==> src/rtl/led_chaser_pkg.sv <==
// rtl/led_chaser_pkg.sv - shared types and constants for the LED chaser
package led_chaser_pkg;

    typedef enum logic [1:0] {
        MODE_ROTL   = 2'd0,
        MODE_ROTR   = 2'd1,
        MODE_BOUNCE = 2'd2,
        MODE_FILL   = 2'd3
    } mode_t;

    typedef enum logic {
        DIR_LEFT  = 1'b0,
        DIR_RIGHT = 1'b1
    } dir_t;

    localparam int NUM_MODES = 4;

    function automatic mode_t next_mode(input mode_t m);
        return mode_t'(2'((int'(m) + 1) % NUM_MODES));
    endfunction

endpackage

==> src/rtl/led_chaser_btn_conditioner.sv <==
// rtl/led_chaser_btn_conditioner.sv - button synchroniser, debounce and rise pulse
module btn_conditioner #(
    parameter int unsigned DEBOUNCE    = 16'd50000,
    parameter logic        RESET_LEVEL = 1'b0
) (
    input  logic clk,
    input  logic reset,
    input  logic raw,
    output logic level,
    output logic rise
);

    localparam int CNT_W = (DEBOUNCE > 1) ? $clog2(DEBOUNCE) : 1;
    localparam logic [CNT_W-1:0] CNT_LAST = CNT_W'(DEBOUNCE - 1);

    logic             sync1;
    logic             sync2;
    logic [CNT_W-1:0] cnt;

    // Synchroniser resets to the released level so no spurious edge follows reset.
    always_ff @(posedge clk or posedge reset) begin
        if (reset) begin
            sync1 <= RESET_LEVEL;
            sync2 <= RESET_LEVEL;
            level <= RESET_LEVEL;
            rise  <= 1'b0;
            cnt   <= '0;
        end else begin
            sync1 <= raw;
            sync2 <= sync1;
            rise  <= 1'b0;
            if (sync2 != level) begin
                if (cnt == CNT_LAST) begin
                    level <= sync2;
                    rise  <= sync2;
                    cnt   <= '0;
                end else begin
                    cnt <= cnt + 1'b1;
                end
            end else begin
                cnt <= '0;
            end
        end
    end

endmodule

==> src/rtl/led_chaser.sv <==
// rtl/led_chaser.sv - rotating/bouncing/fill LED pattern generator with debounced buttons
module led_chaser
    import led_chaser_pkg::*;
#(
    parameter int          WIDTH    = 8,
    parameter int          DIV_W    = 24,
    parameter int unsigned DEBOUNCE = 16'd50000
) (
    input  logic             clk,
    input  logic             reset,
    input  logic             run_n,
    input  logic             mode_btn,
    input  logic [DIV_W-1:0] step_div,
    output logic [WIDTH-1:0] lights,
    output logic [1:0]       mode
);

    logic             run_n_level;
    logic             run_rise_unused;
    logic             btn_level_unused;
    logic             press;
    logic             run;
    logic             tick;
    logic [DIV_W-1:0] count;
    mode_t            mode_q;
    dir_t             dir;
    dir_t             dir_next;
    logic [WIDTH-1:0] pat;
    logic [WIDTH-1:0] pat_next;

    btn_conditioner #(
        .DEBOUNCE    (DEBOUNCE),
        .RESET_LEVEL (1'b1)
    ) u_run_btn (
        .clk   (clk),
        .reset (reset),
        .raw   (run_n),
        .level (run_n_level),
        .rise  (run_rise_unused)
    );

    btn_conditioner #(
        .DEBOUNCE    (DEBOUNCE),
        .RESET_LEVEL (1'b0)
    ) u_mode_btn (
        .clk   (clk),
        .reset (reset),
        .raw   (mode_btn),
        .level (btn_level_unused),
        .rise  (press)
    );

    assign run  = ~run_n_level;
    assign tick = run && (count == step_div);

    always_comb begin
        pat_next = pat;
        dir_next = dir;
        unique case (mode_q)
            MODE_ROTL: pat_next = {pat[WIDTH-2:0], pat[WIDTH-1]};
            MODE_ROTR: pat_next = {pat[0], pat[WIDTH-1:1]};
            MODE_BOUNCE: begin
                // Direction flips on reaching an end so the end value is not repeated.
                if (dir == DIR_LEFT) begin
                    pat_next = pat << 1;
                    if (pat_next[WIDTH-1]) dir_next = DIR_RIGHT;
                end else begin
                    pat_next = pat >> 1;
                    if (pat_next[0]) dir_next = DIR_LEFT;
                end
            end
            MODE_FILL: begin
                if (&pat) pat_next = WIDTH'(1);
                else      pat_next = (pat << 1) | WIDTH'(1);
            end
            default: pat_next = pat;
        endcase
    end

    // A mode press overrides a coincident tick.
    always_ff @(posedge clk or posedge reset) begin
        if (reset) begin
            mode_q <= MODE_ROTL;
            dir    <= DIR_LEFT;
            pat    <= WIDTH'(1);
            count  <= '0;
        end else if (press) begin
            mode_q <= next_mode(mode_q);
            dir    <= DIR_LEFT;
            pat    <= WIDTH'(1);
            count  <= '0;
        end else if (!run) begin
            count <= '0;
        end else if (tick) begin
            count <= '0;
            pat   <= pat_next;
            dir   <= dir_next;
        end else begin
            count <= count + 1'b1;
        end
    end

    assign lights = pat;
    assign mode   = mode_q;

endmodule

==> config.mk <==
export PLATFORM = sky130hd
export DESIGN_NAME = led_chaser
export DESIGN_NICKNAME = d
export VERILOG_FILES = /design/src/rtl/led_chaser_pkg.sv /design/src/rtl/led_chaser_btn_conditioner.sv /design/src/rtl/led_chaser.sv
export SDC_FILE = /design/constraint.sdc
export NUM_CORES = 1
export LEC_CHECK = 0
export CORE_MARGIN = 8
export CORE_UTILIZATION = 68
export DETAILED_ROUTE_END_ITERATION = 8
export DONT_BUFFER_PORTS = 1
export HOLD_SLACK_MARGIN = 0.08
export PLACE_DENSITY = 0.84
export SYNTH_ARGS = -nofsm -noshare
export SYNTH_HDL_FRONTEND = slang
export SYNTH_SLANG_ARGS = --single-unit
==> constraint.sdc <==
create_clock -name clk -period 5.84 [get_ports clk]
set_clock_uncertainty 0.1 [all_clocks]
set_input_delay 1.168 -clock clk [delete_from_list [all_inputs] [get_ports clk]]
set_output_delay 1.168 -clock clk [all_outputs]
set_load 0.005 [all_outputs]
==> metrics.txt <==
Max clock buf depth=2; layout cells sized above 1=9.09%; initial drt markers=175; Pleak=1.92 nW; family with the most delay on the worst path=simple AND/OR/NAND/NOR gates; P per Cell Area=256 nW/um^2; total number of vias=2900; YS warnings=0; Slew Limit Fails=0; Routed Antenna Nets=0; Critical path buffers and inverters=0; Post-synth top flop=dfrtp_1; GR Util All Layers=20.3%; FP Rows=27; Final Hold Vio Count=0; final number of setup-violating endpoints=0; Rel. slew slack=40.6%; gr ovfl total=0; Post-synth EDFFs=0; largest net degree at the start of global routing=75; DRC Markers=0; area post-placement=3960 sq um; CORE AREA=5540 sq um; CTS Root Cell=clkbuf_8; Power, Total=0.00108 W; Pre-antenna DRT Iters=4; Post-Syn Instances=397; CP Capture Type=flip-flop; fin crit share=45.6%; area delta synth->final=8.46%; Post-Syn Nets=432; Crit-path slowest cell=o21ai_4; WP data required=5950 ps; clk sinks=74; clk_lat worst skew=350 ps; # diodes=0; critical path depth=5; clock-pin slew on the worst setup and hold paths=80 ps; post-synth cell types=40; total CTS buffers=9; critical path arrival=2770 ps; Die ar.=8420 sq um; Tightest Pin Transition=891 ps; reg2reg path depth=5; initial antenna violation count=0; Die Height=91.8 um; Post-Route WL=8.26 mm; fin nets=437; startpoint types=input pin; Mapped Avg Cell Area=9.84 sq um; max cap viols=0; async set-reset flop share out of synthesis=100%; CP max stage delay=620 ps; CTS tree=done; FF+latch count, synth=74; filler instances=375; DR WL/cell=17.2 um; vias in the first global route=2880; first-pass GRT wire length=13.9 mm; crit-path cells=xor2_1, nor4_1, nand3_1, o21ai_4, nor2_1; vias per cell=6.05; Cell Area, Synth=3900 sq um; GP Congestion=0.919; FMAX=376 MHz; CTS hold repair buffers=0; FF-to-FF setup slack=3480 ps; worst-path maximum fanout=23; # port buffers=0; Hold Crit Class=reg -> reg; sequential-to-total area share from yosys stat=47.5%; IR Drop Worst-Case VDD=0.171 mV; PostCTS Resize Cnt=0; commonest non-fill, non-tap cell in the layout=dfrtp_1; die width=91.8 um; DPL Wire Length=5.48 mm; final instance area=4240 sq um; setup tns final=0 ps; outcome=completed; Initial Util=70.5%; # Post-CTS Setup Buffers=0; Hold Path Depth=0; total I/O pin count=38; final worst path period need=2660 ps; Crit Path Class=in -> reg; RSZ-0062 raised after global routing=no; Clock H-tree levels=3; most frequent cells in the layout=70 x dfrtp_1, 61 x nor2_1, 55 x xor2_1
[state kept, by name, summed over array words and instances (netlist names), 2 cells and up]
register,flops
count,24
u_mode_btn.cnt,16
u_run_btn.cnt,16
lights,8
mode,2
[final timing paths]
kind | start | end
worst min-delay path | u_run_btn.sync1$_DFF_PP1_ | u_run_btn.sync2$_DFF_PP1_
max in group asynchronous | reset | count[11]$_DFF_PP0_
min in group asynchronous | reset | u_run_btn.cnt[12]$_DFF_PP0_
worst max-delay path | step_div[16] | count[7]$_DFF_PP0_
worst min register to register | u_run_btn.sync1$_DFF_PP1_ | u_run_btn.sync2$_DFF_PP1_
worst max register to register | count[16]$_DFF_PP0_ | count[7]$_DFF_PP0_
[kinds of logic (layout without fill, tap and decap cells)]
group / count (synthesis) / in the layout / synth area share [%]
flops: 74 / 74 / 47.5
fa+ha+maj: 7 / 7 / 2.24
mux: 3 / 3 / 0.833
compound gates: 38 / 38 / 6.06
xor+xnor: 77 / 77 / 17.3
buf+inv: 14 / 24 / 1.73
simple gates: 184 / 184 / 24.3
[cell usage after synthesis, drive strengths merged (2+ instances only)]
cell type	count	area (sq um)
and4	5	45.0
o21ai	17	96.4
a211o	5	43.8
nand3	28	140
dfstp	4	105
xor2	55	482
dfrtp	70	1750
nor4b	2	17.5
and3	16	103
nand4	12	81.3
clkbuf	5	18.8
mux2	2	22.5
nor3	12	60.1
nor2	63	241
buf	2	22.5
nand2	24	97.6
nor2b	5	31.3
ha	7	87.6
a31oi	2	12.5
a21oi	9	45.0
xnor2	22	193
nand2b	4	25.0
nor4	10	87.6
inv	7	26.3
[cell type report]
| type | instances | area, sq um | area share, % |
|---|---|---|---|
| multi-input combinational | 309 | 1980 | 46.8 |
| timing repair buffer | 1 | 7.51 | 0.177 |
| tap | 72 | 90.1 | 2.13 |
| sequential | 74 | 1860 | 43.8 |
| inverter | 7 | 26.3 | 0.620 |
| clock buffer | 10 | 138 | 3.25 |
| clock inverter | 6 | 136 | 3.22 |
[power breakdown]
group	internal (W)	switching, W	total, W	leakage [nW]
sequential	0.000518	0.00000412	0.000522	0.986
combinational	0.00000864	0.0000204	0.0000291	0.799
clock	0.000340	0.000192	0.000532	0.133
[routing by layer]
layer  GRT usage, %  share of wire, %  vias up  wire (um)
li1               -                 -     1372          -
met1           26.4                44     1409       3670
met2           32.0                47      101       3900
met3           5.46               6.6       18        545
met4           6.71               1.6        0        133
met5              0                 0        -          0
[through the flow]
| stage | worst slack [ps] | hold WS, ps | cells | util (%) |
|---|---|---|---|---|
| 3_5_place_dp | 2820 | 250 | 463 | 71.5 |
| 2_1_floorplan | 2700 | 231 | 397 | - |
| 6_report | 3180 | 264 | 479 | 76.4 |
| 4_1_cts | 3200 | 265 | 479 | 76.4 |
| 3_3_place_gp | 2890 | 232 | 463 | 71.5 |
| 5_1_grt | 2960 | 266 | 479 | 76.4 |
Power figures use the tool's default switching activity.
==> RTL change 1, RTL diff (same settings) <==
Make the reset (`reset`) synchronous in 2 clocked blocks.
--- a/src/rtl/led_chaser_btn_conditioner.sv
+++ b/src/rtl/led_chaser_btn_conditioner.sv
@@ -18,7 +18,7 @@
     logic [CNT_W-1:0] cnt;
 
     // Synchroniser resets to the released level so no spurious edge follows reset.
-    always_ff @(posedge clk or posedge reset) begin
+    always_ff @(posedge clk) begin
         if (reset) begin
             sync1 <= RESET_LEVEL;
             sync2 <= RESET_LEVEL;
--- a/src/rtl/led_chaser.sv
+++ b/src/rtl/led_chaser.sv
@@ -78,7 +78,7 @@
     end
 
     // A mode press overrides a coincident tick.
-    always_ff @(posedge clk or posedge reset) begin
+    always_ff @(posedge clk) begin
         if (reset) begin
             mode_q <= MODE_ROTL;
             dir    <= DIR_LEFT;
Function: same outputs for any inputs over 10 cycles, from zero or initial values and one cycle with reset high; that may be too few to reach the edited logic, so the function may still have changed.
==> RTL change 1 against the original RTL <==
  * Setup slack gained 0.19 ns
  * Count of clock-buffer cells in the layout grew 1
  * Wire length shrank 11%
  * Die area shrank 6.6%
  * Sequential cell count is the same
  * Global-route usage shrank 0.30 points
  * Synthesized area shrank 8.0%
  * Non-clock buffer count is the same
  * Cell area shrank 8.3%
  * Critical path type unchanged
  * Largest cell class unchanged
Power is not compared: it rests on default switching activity, and its combinational part moved more than twofold at a synthesized area within 25%.
==> RTL change 1: results (changes against the original RTL) <==
** Logic synthesis
- Post-synthesis compound-gate area fraction :: 0.0456 (-0.0149)
- Xor-xnor portion of the synthesized cell area :: 0.188 (+0.0150)
- The post-synthesis adder-cell area fraction came to 0.0244 (+0.00194).
- Post-synthesis mux area share :: 0.0279 (+0.0195)
- The number of distinct standard cells referenced by the synthesized netlist is 36 (-10%).
- Most used standard cells in the synthesized netlist :: sky130_fd_sc_hd__nor2_1 (78), sky130_fd_sc_hd__dfxtp_1 (74), sky130_fd_sc_hd__xor2_1 (53)
- The instance count of the mapped netlist was 415 (+4.5%).
- Share of synthesized flip-flops with an asynchronous set or reset :: 0 (-1.00)
- The sequential share of the synthesized area was 0.412 (-0.0632).
- Yosys attributes the largest share of cell area to sky130_fd_sc_hd__dfxtp_1 (41%), sky130_fd_sc_hd__xor2_1 (13%), sky130_fd_sc_hd__nor2_1 (8.1%), sky130_fd_sc_hd__xnor2_1 (5.8%), sky130_fd_sc_hd__nand2_1 (3.8%).

** GRT
- Global-route wire length before repair :: 12,300 um (-12%)
- The total global-route track usage is 0.200 (-0.00296).
- Pin count of the biggest net entering global routing :: 25 (-67%)
- Number of global-route vias before repair :: 2,745 (-4.7%)

** STA
- Worst-case headroom to the max-slew limit :: 0.415 (+0.00852)
- The minimum hold slack came to 0.331 ns (+0.0665 ns).

** Min path
- The instance count along the most critical hold path came to 1 (+1).
- The startpoint identified for the worst hold timing path is u_run_btn.sync1.
- The path with the worst hold slack has its endpoint at u_run_btn.sync2.

** Critical path
- The signal arrival time at the worst endpoint was 2.60 ns (-0.17 ns).
- Capture instance of the worst register-to-register path :: lights[2]
- STA classifies the critical path endpoint as a flip-flop.
- Max Fanout on Critical Path :: 9 (-61%)
- Critical Path Max Stage Delay :: 0.57 ns (-0.05 ns)
- The register-to-register path setup slack was 3.77 ns (+0.29 ns).
- Launching point of the worst reg2reg path :: count[3]
- Slowest stage cell on the critical path :: sky130_fd_sc_hd__or3_1

** Place
- Worst Setup Slack post-DPL :: 3.02 ns (+0.194 ns)
- The HPWL after detailed placement came to 5080 um (-7.4%).
- The placed instance count is 473 (+2.2%).
- RD Place Congestion :: 0.880 (-4.3%)
- The placement-stage cell area is 3620 um2 (-8.7%).

** Finish
- Number of nets in the final layout :: 449 (+2.7%)
- The count of non-filler cells in the finished layout is 489 (+2.1%).
- Fraction of final layout cells sized beyond drive strength 1 :: 0.0621 (-0.0289)

** Clock tree
- The post-cts sizing count is 0 (unchanged).
- The clock transition at the register clock pins on the worst setup and hold paths after CTS came to 0.08 ns (about the same).

** Detailed routing
- The total vias in the final route is 2,885 (-0.52%).
- WL final :: 7340 um (-11%)
- Initial DRC Count :: 102 (-42%)

** Run status
- The flow ran to the end, and the final reports show no timing, DRC or antenna violations.
[RTL change 1: cells by family after synthesis]
logic type / after synthesis
xor+xnor: 77
mux: 10
buf+inv: 24
fa+ha+maj: 7
simple gates: 197
flops: 74
compound gates: 26
[RTL change 1: area by class of cell]
class	instances	area (um2)	area share
Clock buffer	11	141	0.0364
Clock inverter	5	125	0.0322
Inverter	11	41.3	0.0106
Multi-Input combinational cell	317	2000	0.515
Sequential cell	74	1480	0.381
Tap cell	70	87.6	0.0226
Timing Repair Buffer	1	7.51	0.00193
[RTL change 1: power by group through the flow]
| stage | Sequential (mW) | Combinational (mW) | Clock [mW] |
|---|---|---|---|
| 3_3_place_gp | 0.519 | 0.0134 | 0 |
| 3_5_place_dp | 0.519 | 0.0137 | 0 |
| 4_1_cts | 0.507 | 0.0138 | 0.533 |
| 2_1_floorplan | 0.518 | 0.0129 | 0 |
| 6_report | 0.507 | 0.0137 | 0.525 |
| 5_1_grt | 0.507 | 0.0155 | 0.554 |
[RTL change 1: worst reg2reg max path, cell delays in order, from the launching register on]
cell and delay [ns]:
sky130_fd_sc_hd__dfxtp_1 0.38, sky130_fd_sc_hd__xor2_1 0.19, sky130_fd_sc_hd__nor4_1 0.31, sky130_fd_sc_hd__nand4_1 0.22
sky130_fd_sc_hd__or3_1 0.57, sky130_fd_sc_hd__mux2i_1 0.19
[RTL change 1: per-layer routing]
metal	vias up	wire length [um]	global-route usage
met5	-	0	0
li1	1400	-	-
met1	1371	3100	0.223
met2	93	3630	0.336
met4	0	170	0.104
met3	21	451	0.0557
[RTL change 1: worst max-delay path by stage]
stage | start | to | slack (ns) | cells after the start
floorplan | step_div[4] | lights[0] | 3.34 | 6
global placement | step_div[1] | lights[1] | 2.97 | 5
detailed placement | step_div[1] | lights[3] | 3.02 | 5
CTS | step_div[1] | lights[1] | 3.39 | 5
global route | step_div[1] | lights[2] | 3.28 | 5
finish | step_div[1] | lights[2] | 3.37 | 5
==> RTL change 2, RTL diff (same flow settings) <==
Made on the original files. `RESET_LEVEL`: 1'b1 -> 1'b0.
--- a/src/rtl/led_chaser.sv
+++ b/src/rtl/led_chaser.sv
@@ -30,7 +30,7 @@
 
     btn_conditioner #(
         .DEBOUNCE    (DEBOUNCE),
-        .RESET_LEVEL (1'b1)
+        .RESET_LEVEL (1'b0)
     ) u_run_btn (
         .clk   (clk),
         .reset (reset),
Formal check against the unedited RTL: not equivalent (Yosys sat finds a counterexample within 4 cycles, from zero or initial values and one cycle with reset high).
==> RTL change 2 against the original RTL <==
  * Via count grew 0.45%
  * Cell count is the same
  * Non-clock buffer count is the same
  * Setup slack lost 0.0021 ns
  * Synthesized cell count is the same
  * Core utilization shrank 0.93 points
  * Sequential cell count is the same
  * Synthesized area is essentially flat
  * Critical path depth is the same
  * Power shrank 7.5%
  * Wire length shrank 1.5%
  * Cell area shrank 1.2%
==> RTL change 2: results (changes against the original RTL) <==
** Critical path
- The startpoint identified for the worst register-to-register timing path is count[16].
- Arrival time of data at the critical path endpoint :: 2.78 ns (about the same)
- The highest fanout seen on the critical path was 23 (unchanged).
- The register-to-register path setup slack came to 3.48 ns (about the same).
- Crit path from :: step_div[11]
- The most critical setup path has its endpoint at count[20].
- The cell depth of the worst flop-to-flop path came to 5 (unchanged).

** Clock tree
- The post-CTS setup buffer count is 0 (unchanged).
- The post-cts sizing count was 0 (unchanged).
- Cell at the root of the clock tree :: sky130_fd_sc_hd__clkbuf_8
- At the later pin of the worst-skew pair, clock insertion delay measures 0.36 ns.
- The number of buffers on the longest clock path is 2 (unchanged).
- The level count of the clock H-tree is 3 (unchanged).
- The clock transition at the register clock pins on the worst setup and hold paths after CTS is 0.08 ns (about the same).
- The number of buffers created by CTS is 9 (unchanged).

** STA
- The final-report setup violation count came to 0 (unchanged).
- The relative slew slack came to 0.395 (-0.0106).

** GRT
- The first-pass GRT wire length came to 13,500 um (-2.9%).
- The initial antenna violation count is 0 (unchanged).
- Global routing usage summed across all routing layers :: 0.200 (-0.00278)
- The number of global-route vias before repair was 2,840 (-1.4%).
- Pin count of the biggest net entering global routing :: 75 (unchanged)

** Power and ir drop
- Net switching power of the design :: 224 uW (+3.2%)
- The worst-case vdd ir drop was 0.000180 V (+5.3%).
- The static power due to leakage was 1.90 nW (-0.95%).

** Place
- PortBufs :: 0 (unchanged)
- The HPWL after detailed placement is 5680 um (+3.7%).
- The routability congestion estimate is 0.929 (+1.1%).

** Logic synthesis
- The synthesis warning total came to 0 (unchanged).
- The number of nets in the synthesized netlist came to 432 (unchanged).
- By count the netlist is led by sky130_fd_sc_hd__dfrtp_1 (73), sky130_fd_sc_hd__nor2_1 (61), sky130_fd_sc_hd__xor2_1 (55).
- Share of synthesized flip-flops with an asynchronous set or reset :: 1.00 (unchanged)
- Distinct cell type count after synthesis :: 40 (unchanged)
- Seq/Total Area, Yosys :: 0.475 (-0.000505)
- Top cells by area, synth :: sky130_fd_sc_hd__dfrtp_1 (47%), sky130_fd_sc_hd__xor2_1 (12%), sky130_fd_sc_hd__nor2_1 (5.9%), sky130_fd_sc_hd__xnor2_1 (4.9%), sky130_fd_sc_hd__nand3_1 (3.6%)

** Detailed routing
- The via density per instance is 6.08 (+0.45%).
- The total wire length came to 8130 um (-1.5%).
- The number of search-and-repair iterations in the first detailed-routing pass was 4 (unchanged).
- The number of DRC markers after the initial detailed-route iteration came to 176 (+0.57%).
- ANT nets after route :: 0 (unchanged)

** Finish
- The fraction of layout cells with a size suffix above 1 is 0.0835 (-0.00737).
- Number of nets in the final layout :: 437 (unchanged)
- N_diodes :: 0 (unchanged)
- The largest registers in the layout are count: 24 flops, u_mode_btn.cnt: 16 flops, u_run_btn.cnt: 16 flops.
- The total of fill cells in the finished design came to 393 (+4.8%).

** Min path
- Source of the worst hold timing path :: u_mode_btn.sync1
- Worst Hold Class :: flip-flop to flip-flop

** Run status
- Run status :: finished clean
## RTL change 2: changes by cell type after synthesis
cell                      change
sky130_fd_sc_hd__dfrtp_1      +3
sky130_fd_sc_hd__dfstp_2      -3
## RTL change 2: power groups by stage
stage / combinational, mW / sequential, mW / clock (mW)
after global routing: 0.0340 / 0.522 / 0.478
after global placement: 0.0286 / 0.530 / 0
final: 0.0292 / 0.521 / 0.452
after CTS: 0.0301 / 0.521 / 0.459
after floorplan: 0.0228 / 0.530 / 0
after detailed placement: 0.0299 / 0.531 / 0
## RTL change 2: worst min path at each step
stage / end / cells after the start / slack, ns
2_1_floorplan: u_mode_btn.sync2 / 0 / 0.23
3_3_place_gp: u_run_btn.sync2 / 0 / 0.24
3_5_place_dp: u_run_btn.sync2 / 0 / 0.24
4_1_cts: u_mode_btn.sync2 / 0 / 0.27
5_1_grt: u_mode_btn.sync2 / 0 / 0.27
6_report: u_mode_btn.sync2 / 0 / 0.26
## RTL change 2: layout make-up
type	instances	area, um2	share of cell area
clock inverter	6	88.8	0.0212
sequential	74	1850	0.443
timing repair buffer	1	7.51	0.00179
inverter	7	26.3	0.00628
tap	72	90.1	0.0215
clock buffer	10	138	0.0329
multi-input combinational	309	1980	0.473
## RTL change 2: kinds of logic (layout without fill, tap and decap cells)
| kind of cell | Yosys count | count (layout) | share of synthesized area |
|---|---|---|---|
| mux | 3 | 3 | 0.00834 |
| flops | 74 | 74 | 0.475 |
| xor+xnor | 77 | 77 | 0.173 |
| simple gates | 184 | 184 | 0.243 |
| buf+inv | 14 | 24 | 0.0173 |
| fa+ha+maj | 7 | 7 | 0.0224 |
| compound gates | 38 | 38 | 0.0606 |
## RTL change 2: stage by stage
stage	setup WS (ns)	instance area, um2	util	hold slack [ns]	std cells
global placement	2.89	3960	0.714	0.239	463
detailed placement	2.79	3960	0.714	0.237	463
floorplan	2.69	3900	-	0.231	397
finish	3.18	4180	0.755	0.261	479
CTS	3.19	4180	0.755	0.269	479
global route	2.93	4180	0.755	0.273	479
## RTL change 2: per-layer routing
layer	vias to the layer above	global-route usage	wire length [um]
li1	1374	-	-
met1	1419	0.259	3640
met2	94	0.303	3670
met3	26	0.0424	546
met4	0	0.117	272
met5	-	0	0
## RTL change 2: worst max-delay path, cell delays in order
cell and delay [ns]:
sky130_fd_sc_hd__xor2_1 0.13, sky130_fd_sc_hd__nor4_2 0.45, sky130_fd_sc_hd__nand4_2 0.31, sky130_fd_sc_hd__o21ai_4 0.60, sky130_fd_sc_hd__nor2_1 0.12
